**config.mk**
```make
export PLATFORM = sky130hd
export DESIGN_NAME = cnt_collect
export DESIGN_NICKNAME = d
export VERILOG_FILES = /design/src/rtl/apes_cnt_pkg.sv /design/src/rtl/hit_edge_det.sv /design/src/rtl/cnt_collect.sv
export SDC_FILE = /design/constraint.sdc
export NUM_CORES = 2
export LEC_CHECK = 0
export CORE_UTILIZATION = 52
export DETAILED_ROUTE_END_ITERATION = 8
export HOLD_SLACK_MARGIN = 0.05
export PLACE_DENSITY = 0.8
export REMOVE_ABC_BUFFERS = 1
export SLEW_MARGIN = 20
export SYNTH_ARGS = -nofsm -noshare
export SYNTH_HDL_FRONTEND = slang
export SYNTH_HIERARCHICAL = 1
export SYNTH_SLANG_ARGS = --single-unit
```
**constraint.sdc**
```tcl
create_clock -name clk50 -period 2.5 [get_ports clk50]
set_clock_uncertainty 0.15 [all_clocks]
set_input_delay 0.375 -clock clk50 [delete_from_list [all_inputs] [get_ports clk50]]
set_output_delay 0.375 -clock clk50 [all_outputs]
set_load 0.005 [all_outputs]
```
**src/rtl/apes_cnt_pkg.sv**
```systemverilog
// Shared defaults and state encoding for the detector count collector.
package apes_cnt_pkg;

    localparam int NCH_DEF = 52;
    localparam int CW_DEF  = 10;
    localparam int CNT_MAX = (1 << CW_DEF) - 1;

    typedef enum logic [1:0] {
        IDLE    = 2'd0,
        COLLECT = 2'd1,
        DONE    = 2'd2
    } state_e;

endpackage

```
**src/rtl/hit_edge_det.sv**
```systemverilog
// One-channel hit synchronizer (2 FF) followed by rising-edge detection.
module hit_edge_det (
    input  logic clk,
    input  logic rst,
    input  logic hit_i,
    output logic edge_o
);

    logic sync1_q;
    logic sync2_q;
    logic prev_q;

    always_ff @(posedge clk) begin
        if (rst) begin
            sync1_q <= 1'b0;
            sync2_q <= 1'b0;
            prev_q  <= 1'b0;
        end else begin
            sync1_q <= hit_i;
            sync2_q <= sync1_q;
            prev_q  <= sync2_q;
        end
    end

    assign edge_o = sync2_q & ~prev_q;

endmodule

```
**src/rtl/cnt_collect.sv**
```systemverilog
// Windowed per-channel hit counter with saturation and sticky overflow.
module cnt_collect
    import apes_cnt_pkg::*;
#(
    parameter int NCH    = NCH_DEF,
    parameter int CW     = CW_DEF,
    parameter int WIN_W  = 26,
    parameter int WINDOW = 50_000_000
) (
    input  logic              clk50,
    input  logic              rst,
    input  logic [NCH-1:0]    hit_in,
    input  logic              cnt_start,
    input  logic              cnt_clr,
    output logic [NCH*CW-1:0] counts,
    output logic [NCH-1:0]    ovf,
    output logic              collect_done,
    output logic              busy
);

    localparam logic [WIN_W-1:0] LAST = WIN_W'(WINDOW - 1);
    localparam logic [CW-1:0]    SAT  = '1;

    state_e           state_q;
    logic [WIN_W-1:0] timer_q;
    logic             busy_q;
    logic             done_q;

    logic [NCH-1:0]   edge_w;
    logic [CW-1:0]    cnt_q [NCH];
    logic [CW-1:0]    cnt_d [NCH];
    logic [NCH-1:0]   ovf_q;
    logic [NCH-1:0]   ovf_d;
    logic             start_w;

    for (genvar i = 0; i < NCH; i++) begin : g_ch
        hit_edge_det u_det (
            .clk    (clk50),
            .rst    (rst),
            .hit_i  (hit_in[i]),
            .edge_o (edge_w[i])
        );
        assign counts[CW*i +: CW] = cnt_q[i];
    end

    // clr beats start; start is ignored while a window is running
    assign start_w = cnt_start & ~cnt_clr & (state_q != COLLECT);

    always_ff @(posedge clk50) begin
        if (rst || cnt_clr) begin
            state_q <= IDLE;
            timer_q <= '0;
            busy_q  <= 1'b0;
            done_q  <= 1'b0;
        end else begin
            unique case (state_q)
                IDLE, DONE: begin
                    if (cnt_start) begin
                        state_q <= COLLECT;
                        timer_q <= '0;
                        busy_q  <= 1'b1;
                        done_q  <= 1'b0;
                    end
                end
                COLLECT: begin
                    if (timer_q == LAST) begin
                        state_q <= DONE;
                        busy_q  <= 1'b0;
                        done_q  <= 1'b1;
                    end else begin
                        timer_q <= timer_q + 1'b1;
                    end
                end
                default: begin
                    state_q <= IDLE;
                    timer_q <= '0;
                    busy_q  <= 1'b0;
                    done_q  <= 1'b0;
                end
            endcase
        end
    end

    always_comb begin
        for (int i = 0; i < NCH; i++) begin
            cnt_d[i] = cnt_q[i];
            ovf_d[i] = ovf_q[i];
            if (cnt_clr || start_w) begin
                cnt_d[i] = '0;
                ovf_d[i] = 1'b0;
            end else if (state_q == COLLECT && edge_w[i]) begin
                if (cnt_q[i] == SAT) begin
                    ovf_d[i] = 1'b1;
                end else begin
                    cnt_d[i] = cnt_q[i] + 1'b1;
                end
            end
        end
    end

    always_ff @(posedge clk50) begin
        if (rst) begin
            for (int i = 0; i < NCH; i++) begin
                cnt_q[i] <= '0;
            end
            ovf_q <= '0;
        end else begin
            for (int i = 0; i < NCH; i++) begin
                cnt_q[i] <= cnt_d[i];
            end
            ovf_q <= ovf_d;
        end
    end

    assign ovf          = ovf_q;
    assign busy         = busy_q;
    assign collect_done = done_q;

endmodule
```
Yosys cells after proc, flatten, opt, wreduce, memory -nomap -nowiden --
Memory sizes are Yosys's and may differ from the RTL's. Cells that the tools add are included.
Word-level totals: flip-flop bits (word level) 238, RAM bits 520, input port bits 56, output and inout bits 574, word-level logic and storage cells 818, memories kept 1
Memory list:
- cnt_q | words 52, bits a word 10, rd ports 52, clocked after Yosys merged registers in 0, wr ports 52, line cnt_collect.sv:30 | logic [CW-1:0] cnt_q [NCH];
Operators by class: add/sub/neg operators 53, equality and inequality tests 59, multiplexer cells 223, bitwise gates (word level) 159, reduce and logical (&&, ||, !) cells 111
Operator list (number):
- 10-bit 2-to-1 mux | 208
- 10-bit by 1-bit adder with 10-bit output (second input constant) | 52
- 10-bit == test (second input constant) | 52
- 2-bit AND reduction | 54
- 1-bit AND | 54
- 1-bit inverter | 53
- 1-bit logical AND | 52
- 26-bit 2-to-1 mux | 2
- 1-bit bitwise OR | 52
- 26-bit one-hot mux with 2 select lines | 1
- 26-bit by 1-bit adder with 26-bit output (second input constant) | 1
- 26-bit == test (second input constant) | 1
- 1-bit 2-to-1 mux | 7
- 2-bit inequality test (second input constant) | 3
- 2-bit 2-to-1 mux | 2
- 1-bit one-hot mux with 2 select lines | 2
- 2-bit one-hot mux with 2 select lines | 1
- 2-bit OR reduction | 2
- 2-bit by 1-bit == test with 1-bit output (second input constant) | 1
- 2-bit == test (second input constant) | 1
- 2-bit zero test | 1
- 1-bit logical OR | 2
- 2-bit by 1-bit inequality test with 1-bit output (second input constant) | 1

Depth between registers and ports, before layout --
depth after elaboration 6, depth in mapped cells 9, mapped depth without buffers 6

By module --
The synthesis kept the hierarchy.
By module, submodules not included:
- cnt_collect | times used 1, cells each 3138, area each 27069.7 µm², seq. area each 12051.6 µm²
- hit_edge_det | times used 52, cells each 7, area each 87.6 µm², seq. area each 60.1 µm²

Worst setup path before layout --
Ideal clock, no wire load.
path kind register to register, start point register timer_q[4], end point register timer_q[19], library setup time 0.120 ns, arrival time 2.011 ns, required time 2.230 ns, path slack 0.220 ns, stages on the path, launching flop included 7, buffers on the path 1, clock period less this slack 2.280 ns, path through dfxtp_1 > nand3_2 > or4_1 > buf_2 > or3b_1 > and3_1 > a211o_1
On the way: word-level cells in the longest chain between the ends 3, elaborated cells between the ends (all ways) 6, those cells by class 1 x add/sub; 2 x eq/ne; 2 x mux; 1 x reduce/logical
Ends and longest elaborated chain:
- start, declared | line cnt_collect.sv:25 | logic [WIN_W-1:0] timer_q;
- start signal, assigned | line cnt_collect.sv:71 | timer_q <= timer_q + 1'b1;
- 26-bit by 1-bit adder with 26-bit output or 26-bit == test (tied branches) | line cnt_collect.sv:71, cnt_collect.sv:66
- 26-bit 2-to-1 mux or 2-bit inequality test (tied branches)
- 26-bit one-hot mux with 2 select lines or 2-bit AND reduction (tied branches)
Several ways; a longest one is shown, not always the timed one. The select of a mux whose other input is x is not followed. A chain may end at the register's enable or synchronous reset.

Worst setup path after layout --
start point register timer_q[8], end point register timer_q[19]
Same word-level chain as after synthesis.

==> metrics <==
status=finished, final reports clean; fmax=approximately 420 MHz; Syn Std Cell Area=roughly 0.032 sq mm; CP arrival=about 2.8 ns; PD cells=576 mW/mm^2; Final min period=approximately 2.4 ns; RSZ-0062 raised after global routing=no; Yosys top cell area share=a little under half; share of layout cells above drive strength 1=just over 7%; first-pass GRT wire length=approximately 140,000 um; CTS tree=done; maximum number of pins on one net before global-route repair=between 100 and 150; Die X=249 um; Max Root-Sink Buffers=3; area share of fa/ha/maj cells after synthesis=approximately 2.1%; Max Slew Vio Count=0; gr ovfl total=0; Initial Util=about 52%; H-tree depth=3; TNS Setup=0 ns; Clock Sinks=~760; Leak Pwr=about 14 nW; Post-synth ARST share=0%; via/cell ratio=approximately 5.6; CP endpoint kind=register; Setup Crit Path Kind=register to register; drt first pass iters=5; Post-synth EDFFs=0; antenna-violating nets left=0; IO Port Bufs=629; Netlist cell types=65; main combinational cell family by area after synthesis=simple AND/OR/NAND/NOR gates; Finished Core Util=between 60% and 70%; fin nets=between 4,000 and 5,000; crit path launch type=register; post-synthesis compound-gate area fraction=a little over 7%; max-cap viol count=0; Synth Area in XOR/XNOR=10.1%; die area=approximately 0.062 sq mm; Total Routing Usage GR=26.8%; Routed WL=86,100 um; clock transition at the registers of the reported paths=0.06 ns; non-filler cells, final=about 5,000; post-synthesis mux area share=1.58%; initial antenna violation count=13; area delta synth->final=33.0%; DP Cell Count=4,897; DR vias=roughly 28,000; most frequent cells after synthesis=dfxtp_1 (758), nor2_1 (554), nand3_1 (207); number of setup violations in the final report=0; core area=between 0.06 and 0.07 sq mm; Placement Cell Area=~0.040 sq mm; DRT iter0 DRCs=~1,700; Final Cycle Share=a little over nine tenths; Seq/Total Area, Yosys=~48%; WL/cell=~17 um; clk root buf=clkbuf_16; slew margin rel.=a little over half; leading area contributor after synthesis=dfxtp_1; Detailed Place HPWL=about 61,000 um; Final Instance Area=between 0.04 and 0.05 sq mm; post-synthesis simple-gate area fraction=between 20% and 30%; Syn Area/Cell=9.03 sq um; synth warn=6; post-CTS setup buffers=0; Placer Congestion=0.938; CP required=about 2.9 ns; count leader, synth=dfxtp_1; vias in the first global route=between 20,000 and 30,000; top cells by area, synth=dfxtp_1 (48%), nor2_1 (6.6%), xor2_1 (5.3%); clock latency on the worst-skew pair=just over 0.6 ns; Std-Cell Rows=90; Worst Tran Pin Value=between 0.6 and 0.7 ns; Post-Syn Instances=between 3,000 and 4,000; Final Hold Viols=0; IO Pins=630; # DRC=0; peak supply drop=0.000508 V; FF+latch count, synth=between 700 and 800; Die Y=~250 um; number of buffers created by CTS=80; Tot Pwr=24.2 mW; crit path max fanout=7; Hold Path Class=input port to register; most common flop cell mapped by yosys=dfxtp_1
==> path summary, 6_finish.rpt <==
check | from | end | slack [ns] | cells past startpoint
min | rst | g_ch[8].u_det/sync2_q$_SDFF_PP0_ | 0.12 | 3
max reg2reg | timer_q[8]$_SDFFE_PP0P_ | timer_q[19]$_SDFFE_PP0P_ | 0.1 | 5
min reg2reg | g_ch[36].u_det/sync1_q$_SDFF_PP0_ | g_ch[36].u_det/sync2_q$_SDFF_PP0_ | 0.28 | 1
max | timer_q[8]$_SDFFE_PP0P_ | timer_q[19]$_SDFFE_PP0P_ | 0.1 | 5
==> through the flow <==
| step | worst slack, ns | hold WS (ns) |
|---|---|---|
| 3_3_place_gp | 0.111 | 0.266 |
| 5_1_grt | 0.0375 | 0.133 |
| 3_5_place_dp | 0.0959 | 0.270 |
| 6_report | 0.0992 | 0.120 |
| 2_1_floorplan | -8.31 | 0.264 |
| 4_1_cts | 0.0799 | 0.0996 |
==> final cells by class <==
type                       count  area, sq um
clock inverter                22          194
antenna                       12         30.0
sequential                   758        15200
inverter                      32          120
tap                          782          978
fill                        4505        18200
timing repair buffer         732         7330
multi-input combinational   2593        15900
clock buffer                 113         2320
==> flip-flops by register name, summed over array words and instances (netlist names) <==
name,flops
g_ch.u_det/sync1_q,52
collect_done,1
g_ch.u_det/prev_q,52
cnt_q,520
busy,1
g_ch.u_det/sync2_q,52
state_q,2
timer_q,26
ovf,52
==> cell usage in the layout (no fill, tap or decap), types with 21 or more instances in the layout <==
cell type,n
dfxtp_1,756
clkdlybuf4s50_1,628
nor2_1,554
nand3_1,207
nand2_1,198
xor2_1,192
xnor2_1,171
nor2b_1,167
nor3_1,131
a21oi_1,114
nand4_1,106
buf_4,82
clkbuf_16,81
and3_1,75
o21ai_0,69
and4_1,55
ha_1,53
nor2b_2,52
mux2i_1,50
or3_1,48
nor4_1,42
and2_1,39
a31oi_1,38
inv_1,32
o31ai_1,26
nand3b_1,21
a41oi_1,21
buf_12,21
==> power breakdown <==
group,switching (mW),internal (mW),total (mW),leakage [nW]
clock network,4.79,6.55,11.3,1.24
logic,0.378,0.290,0.667,6.90
registers,0.0361,12.2,12.2,6.13
total,5.21,19.0,24.2,14.3
==> cell families (layout without fill, tap and decap cells) <==
kind of cell / count (synthesis) / count (layout)
and+or+nand+nor: 1774 / 1774
DFF: 758 / 758
xor gates and xnor gates: 363 / 363
AOI/OAI and AO/OA: 353 / 353
buffers and inverters: 151 / 899
adders and majority gates: 53 / 53
muxes: 50 / 50
other: 0 / 12
==> critical path: stages (launching register included) <==
cell	delay, ns
dfxtp_1	0.36
or4b_1	0.54
or4_4	0.47
o21a_1	0.29
and3_1	0.20
a211o_1	0.27
==> what timing repair did <==
action / CTS / global route
gates resized for setup: 0 / 2
hold buffers: 0 / 0
endpoints found under the setup margin: 0 / 4
==> layer usage <==
metal / vias to the layer above / global-route usage, % / wire (um)
met5: - / 0 / 11
met3: 209 / 5.66 / 5430
li1: 13700 / - / -
met4: 2 / 13.9 / 3860
met2: 893 / 43.8 / 40500
met1: 13200 / 33.4 / 36300
No activity file was read; power rests on OpenSTA's default activity.
